### src/rtl/mu0_ctrl_pkg.sv
// Shared constants and types for the MU0 control unit: opcodes, ALU modes,
// state encodings and the control vector handed to the datapath.
package mu0_ctrl_pkg;

    localparam logic [3:0] OP_LDA = 4'h0;
    localparam logic [3:0] OP_STO = 4'h1;
    localparam logic [3:0] OP_ADD = 4'h2;
    localparam logic [3:0] OP_SUB = 4'h3;
    localparam logic [3:0] OP_JMP = 4'h4;
    localparam logic [3:0] OP_JGE = 4'h5;
    localparam logic [3:0] OP_JNE = 4'h6;
    localparam logic [3:0] OP_STP = 4'h7;

    localparam logic [1:0] M_PASSY = 2'b00;
    localparam logic [1:0] M_ADD   = 2'b01;
    localparam logic [1:0] M_INC   = 2'b10;
    localparam logic [1:0] M_SUB   = 2'b11;

    typedef enum logic [1:0] {
        S_FETCH = 2'd0,
        S_EXEC  = 2'd1,
        S_HALT  = 2'd2
    } state_t;

    typedef struct packed {
        logic [1:0] m;
        logic       xsel;
        logic       ysel;
        logic       asel;
        logic       pcen;
        logic       iren;
        logic       accen;
        logic       rd;
        logic       wr;
    } ctrl_t;

    // LDA/STO/ADD/SUB touch memory in EXEC and must wait for mem_ready.
    function automatic logic isMemOp(input logic [3:0] opcode);
        return (opcode[3:2] == 2'b00);
    endfunction

endpackage

### src/rtl/mu0_ctrl_if.sv
// Control-unit bundle between mu0_ctrl and the datapath/memory side:
// status inputs (ir, acc, mem_ready) and every select/enable/strobe.
interface mu0_ctrl_if #(
    parameter int MAXWIDTH = 16
);
    logic [MAXWIDTH-1:0] ir;
    logic [MAXWIDTH-1:0] acc;
    logic                mem_ready;
    logic [1:0]          M;
    logic                Xsel;
    logic                Ysel;
    logic                Asel;
    logic                PCen;
    logic                IRen;
    logic                ACCen;
    logic                Rd;
    logic                Wr;

    modport master (
        input  ir, acc, mem_ready,
        output M, Xsel, Ysel, Asel, PCen, IRen, ACCen, Rd, Wr
    );

    modport slave (
        output ir, acc, mem_ready,
        input  M, Xsel, Ysel, Asel, PCen, IRen, ACCen, Rd, Wr
    );
endinterface

### src/rtl/mu0_ctrl_decode.sv
// Purely combinational decoder: (state, opcode, acc flags, mem_ready) to the
// full control vector. Anything not used by the active state/opcode stays 0.
module mu0_ctrl_decode
    import mu0_ctrl_pkg::*;
(
    input  state_t     state,
    input  logic [3:0] opcode,
    input  logic       accNeg,
    input  logic       accZero,
    input  logic       memReady,
    input  logic       active,
    output ctrl_t      ctrl
);

    // Register enables follow mem_ready so wait cycles never load anything.
    always_comb begin
        ctrl = '0;
        if (active) begin
            unique case (state)
                S_FETCH: begin
                    ctrl.rd   = 1'b1;
                    ctrl.m    = M_INC;
                    ctrl.iren = memReady;
                    ctrl.pcen = memReady;
                end
                S_EXEC: begin
                    unique case (opcode)
                        OP_LDA: begin
                            ctrl.asel  = 1'b1;
                            ctrl.rd    = 1'b1;
                            ctrl.ysel  = 1'b1;
                            ctrl.m     = M_PASSY;
                            ctrl.accen = memReady;
                        end
                        OP_STO: begin
                            ctrl.asel = 1'b1;
                            ctrl.wr   = 1'b1;
                            ctrl.xsel = 1'b1;
                        end
                        OP_ADD, OP_SUB: begin
                            ctrl.asel  = 1'b1;
                            ctrl.rd    = 1'b1;
                            ctrl.xsel  = 1'b1;
                            ctrl.ysel  = 1'b1;
                            ctrl.m     = (opcode == OP_ADD) ? M_ADD : M_SUB;
                            ctrl.accen = memReady;
                        end
                        OP_JMP: ctrl.pcen = 1'b1;
                        OP_JGE: ctrl.pcen = ~accNeg;
                        OP_JNE: ctrl.pcen = ~accZero;
                        default: ctrl = '0;
                    endcase
                end
                default: ctrl = '0;
            endcase
        end
    end

endmodule

### src/rtl/mu0_ctrl.sv
// MU0 fetch/execute control unit: state register, retired-instruction
// counter and halt flag; control outputs come straight from the decoder.
module mu0_ctrl
    import mu0_ctrl_pkg::*;
#(
    parameter int MAXWIDTH = 16,
    parameter int CNTWIDTH = 16
) (
    input  logic                clk,
    input  logic                reset,
    mu0_ctrl_if.master          bus,
    output logic                halted,
    output logic [CNTWIDTH-1:0] instr_count
);

    state_t     state;
    ctrl_t      ctrl;
    logic [3:0] opcode;
    logic       execDone;

    assign opcode   = bus.ir[15:12];
    assign execDone = (state == S_EXEC) && (!isMemOp(opcode) || bus.mem_ready);

    // Gating on reset keeps every output at 0 while reset is held, even
    // though the reset state itself is FETCH.
    mu0_ctrl_decode u_decode (
        .state    (state),
        .opcode   (opcode),
        .accNeg   (bus.acc[MAXWIDTH-1]),
        .accZero  (bus.acc == '0),
        .memReady (bus.mem_ready),
        .active   (~reset),
        .ctrl     (ctrl)
    );

    assign bus.M     = ctrl.m;
    assign bus.Xsel  = ctrl.xsel;
    assign bus.Ysel  = ctrl.ysel;
    assign bus.Asel  = ctrl.asel;
    assign bus.PCen  = ctrl.pcen;
    assign bus.IRen  = ctrl.iren;
    assign bus.ACCen = ctrl.accen;
    assign bus.Rd    = ctrl.rd;
    assign bus.Wr    = ctrl.wr;

    // Every exit from EXEC retires one instruction, STP and NOPs included.
    always_ff @(posedge clk or posedge reset) begin
        if (reset) begin
            state       <= S_FETCH;
            halted      <= 1'b0;
            instr_count <= '0;
        end else begin
            unique case (state)
                S_FETCH: begin
                    if (bus.mem_ready) state <= S_EXEC;
                end
                S_EXEC: begin
                    if (execDone) begin
                        instr_count <= instr_count + CNTWIDTH'(1);
                        if (opcode == OP_STP) begin
                            state  <= S_HALT;
                            halted <= 1'b1;
                        end else begin
                            state <= S_FETCH;
                        end
                    end
                end
                S_HALT: state <= S_HALT;
                default: state <= S_FETCH;
            endcase
        end
    end

endmodule

### src/flat_wrapper.sv
// flat-port wrapper written by rule: the top's interface ports become plain ports
module mu0_ctrl_flat import mu0_ctrl_pkg::*;
#(
    parameter int MAXWIDTH = 16,
    parameter int CNTWIDTH = 16
)
  (clk, reset, halted, instr_count, bus_ir, bus_acc, bus_mem_ready, bus_M, bus_Xsel, bus_Ysel, bus_Asel, bus_PCen, bus_IRen, bus_ACCen, bus_Rd, bus_Wr);
  mu0_ctrl_if #(.MAXWIDTH(MAXWIDTH)) bus_i ();
  input  logic clk;
  input  logic reset;
  output logic halted;
  output logic [CNTWIDTH-1:0] instr_count;
  input wire logic [$bits(bus_i.ir)-1:0] bus_ir;
  input wire logic [$bits(bus_i.acc)-1:0] bus_acc;
  input wire logic [$bits(bus_i.mem_ready)-1:0] bus_mem_ready;
  output wire logic [$bits(bus_i.M)-1:0] bus_M;
  output wire logic [$bits(bus_i.Xsel)-1:0] bus_Xsel;
  output wire logic [$bits(bus_i.Ysel)-1:0] bus_Ysel;
  output wire logic [$bits(bus_i.Asel)-1:0] bus_Asel;
  output wire logic [$bits(bus_i.PCen)-1:0] bus_PCen;
  output wire logic [$bits(bus_i.IRen)-1:0] bus_IRen;
  output wire logic [$bits(bus_i.ACCen)-1:0] bus_ACCen;
  output wire logic [$bits(bus_i.Rd)-1:0] bus_Rd;
  output wire logic [$bits(bus_i.Wr)-1:0] bus_Wr;
  assign bus_i.ir = bus_ir;
  assign bus_i.acc = bus_acc;
  assign bus_i.mem_ready = bus_mem_ready;
  assign bus_M = bus_i.M;
  assign bus_Xsel = bus_i.Xsel;
  assign bus_Ysel = bus_i.Ysel;
  assign bus_Asel = bus_i.Asel;
  assign bus_PCen = bus_i.PCen;
  assign bus_IRen = bus_i.IRen;
  assign bus_ACCen = bus_i.ACCen;
  assign bus_Rd = bus_i.Rd;
  assign bus_Wr = bus_i.Wr;
  mu0_ctrl #(.MAXWIDTH(MAXWIDTH), .CNTWIDTH(CNTWIDTH)) u_core (.clk(clk), .reset(reset), .bus(bus_i), .halted(halted), .instr_count(instr_count));
endmodule
### config.mk
export PLATFORM = sky130hd
export DESIGN_NAME = mu0_ctrl_flat
export DESIGN_NICKNAME = d
export VERILOG_FILES = /design/src/rtl/mu0_ctrl_pkg.sv /design/src/rtl/mu0_ctrl_if.sv /design/src/rtl/mu0_ctrl_decode.sv /design/src/rtl/mu0_ctrl.sv /design/src/flat_wrapper.sv
export SDC_FILE = /design/constraint.sdc
export NUM_CORES = 1
export LEC_CHECK = 0
export CORE_MARGIN = 5
export CORE_UTILIZATION = 37
export DETAILED_ROUTE_END_ITERATION = 7
export HOLD_SLACK_MARGIN = 0.03
export PLACE_DENSITY = 0.79
export SLEW_MARGIN = 10
export SYNTH_ARGS = -nofsm -noshare
export SYNTH_HDL_FRONTEND = slang
export SYNTH_HIERARCHICAL = 1
export SYNTH_SLANG_ARGS = --single-unit
### constraint.sdc
create_clock -name clk -period 2 [get_ports clk]
set_clock_uncertainty 0.1 [all_clocks]
set_input_delay 0.3 -clock clk [delete_from_list [all_inputs] [get_ports clk]]
set_output_delay 0.3 -clock clk [all_outputs]
set_load 0.01 [all_outputs]
==> results.cfg <==
[run_status]
status = finished clean

[detailed_routing]
routed_wl_um = 2770
drt-wirelength-per-cell_um = 13.6
viasPerCell = 5.24
ant_nets = 0
vias = 1068
firstDrtPassIters = 4
drtIter0Drc = 50
drc_errors = 0

[die]
die_x_um = 63.7
ios = 62
dieArea_mm2 = 0.00406
core_area_mm2 = 0.00276
chipHeight_um = 63.7
rows = 19
initial_utilization_pct = 38.7

[finish]
ff_latch_area_um2 = 475
final_util_pct = 62.3
nNetsFinal = 210
synthToLayoutAreaGrowth_pct = 61.1
multi_input_area_um2 = 573
fin_area_mm2 = 0.00172
drive_gt1_share_pct = 24.9
fillers = 243
n_antenna_cell = 0

[global_routing]
grt_max_degree = 12
antenna_found_initial = 0
grt_pass1_wl_um = 4820
grt_pass1_vias = 1196
gr-usage-all-layers_pct = 14.3
overflow = 0

[placed_design]
dp_hpwl_um = 2350
gp_congestion = 0.808
place_area_mm2 = 0.00172
port_buffers = 49

[clock_network]
clk_pin_slew_ns = 0.10
clock-sinks = 19
numCtsBuffers = 3
cts.hold.buffers_added = 0
h-tree-depth = 1
root_buffer = clkbuf_4
cts_tree = built
clockBufferDepth = 2
postCtsSetupBuffers = 0
clk_latency_ns = 0.29

[critical_path]
worstSetupStartpointType = primary input
cp-end-kind = output port
path_max_fanout = 1
rrSetupSlack_ns = 0.15
critical-path-max-stage-delay_ns = 0.40
path_class = primary input to output port
crit_chain = clkdlybuf4s50_1, nor4_1, and4_1, o21ai_0, a31o_1, clkbuf_2
crit_slowest_cell = clkdlybuf4s50_1
crit_arrival_ns = 1.58
crit_required_ns = 1.60

[synth]
ys_seq_elements = 19
yosys.area_share.simple_pct = 34.0
synthesis.nets = 139
synth_xor_area_share_pct = 12.3
ys_warn_count = 6
yosysSeqAreaShare_pct = 44.5
synth.area.top_cells = dfrtp_1 (45%), xor2_1 (7.4%), xnor2_1 (4.9%)
yosys.area.top_type = dfrtp_1
synth_cell_type_count = 37
synth_fa_ha_area_share_pct = 1.17
synth_top_family_by_area = simple AND/OR/NAND/NOR gates
syn-instance-count = 103
synthMuxAreaShare_pct = 1.99
synth_top_area_share_pct = 44.5
syn_area_mm2 = 0.00107
syn_avg_cell_area_um2 = 10.4
synth_compound_area_share_pct = 3.40

[timing]
final_hold_viol_count = 0
finalSetupViolCount = 0
fin_crit_sh_pct = 99.0
maxSlewHeadroom_pct = 75.4
rsz0062_at_grt = yes
fin_crit_ns = 1.98
tightest_slew_ns = 0.370
final_max_slew_viol_count = 0
max_freq_mhz = 505

[flow_run]
cap_violations = 0

[power_and_ir_drop]
fin_total_pwr_mw = 1.26
p_per_area_mw_per_mm2 = 736
p_leak_nw = 0.746
ir_drop_mv = 0.596

[min_path]
worstHoldPathType = primary input to async pin
## Yosys cell counts
master,number
dfrtp_1,19
xor2_1,9
nand2_1,8
nor2_1,8
xnor2_1,6
nand3_1,5
nor4_1,5
and3_1,3
inv_1,3
nor3_2,3
a21oi_1,2
and2_2,2
and4_1,2
nand2b_1,2
nand4_1,2
nor3_1,2
o21ai_0,2
a211oi_1,1
a31o_1,1
and4b_1,1
buf_6,1
clkinv_2,1
ha_1,1
mux2_2,1
mux2i_1,1
nand2_2,1
nand2b_4,1
nand3_2,1
nand3b_1,1
nand4b_1,1
nand4bb_1,1
nor2b_1,1
nor2b_4,1
nor3_4,1
nor3b_1,1
nor3b_2,1
or3_1,1
## final timing paths
kind                       depth (start not counted)                    from                endpoint
max reg2reg                                        5         u_core/state[0]   u_core/instr_count[9]
min in group clk                                   1  u_core/instr_count[15]  u_core/instr_count[15]
min reg2reg                                        1  u_core/instr_count[15]  u_core/instr_count[15]
max                                                6              bus_acc[6]                bus_PCen
max in group asynchronous                          4                   reset   u_core/instr_count[3]
min                                                3                   reset   u_core/instr_count[0]
## layer usage
metal | up-vias | share of wire [%] | GRT usage [%]
met2 | 50 | 51 | 26.3
met5 | - | 0 | 0
met4 | 0 | 0.61 | 5.19
li1 | 505 | - | -
met1 | 511 | 38 | 14.3
met3 | 2 | 10 | 6.04
## critical path: cells and delay by family
family	cells	cell delay [ns]
AOI/OAI and AO/OA	2	0.28
and+or+nand+nor	2	0.47
buffers and inverters	2	0.52
## state kept, by name, summed over array words and instances, names as in the netlist
signal              flops
u_core/state            2
u_core/halted           1
u_core/instr_count     16
## metrics by stage
stage	setup TNS (ns)	setup slack, ns	instances	hold WS, ns
floorplan	0	0.164	103	0.192
global placement	-2.82	-0.345	200	0.353
detailed placement	-3.48	-0.391	200	0.356
CTS	-0.178	-0.178	204	0.235
global route	-0.0597	-0.0597	204	0.261
finish	0	0.0210	204	0.220
## final cells by class
class | instances | area share, %
Sequential cell | 19 | 27.7
Multi-Input combinational cell | 79 | 33.3
Tap cell | 31 | 2.26
Clock buffer | 4 | 1.53
Inverter | 4 | 0.946
Timing Repair Buffer | 67 | 34.3
## power by group
part	leakage [nW]	switching (mW)	internal, mW
clock	0.0150	0.108	0.0775
sequential	0.223	0.100	0.469
combinational	0.507	0.200	0.309
## cell families (layout without fill, tap and decap cells)
group / Yosys count / in the layout
AO/OA/AOI/OAI: 6 / 6
XOR/XNOR: 15 / 15
adder cells (fa/ha/maj): 1 / 1
buffers and inverters: 5 / 75
flip-flops: 19 / 19
multiplexers: 2 / 2
AND/OR/NAND/NOR: 55 / 55
## cells in the final DEF, fill, tap and decap left out, types with 4 or more instances in the layout
cell             count
buf_4               18
dfrtp_1             19
xor2_1               9
dlygate4sd2_1        5
clkbuf_2             6
xnor2_1              6
clkdlybuf4s50_1     38
nor4_1               4
nand2_1              8
nand3_1              5
nor2_1               7
## timing repair
item | in CTS | in global routing
gates resized for setup | 12 | 14
pin swaps | 2 | 3
gates cloned | 0 | 0
setup endpoints to repair | 10 | 7
(Power assumes the default switching activity.)
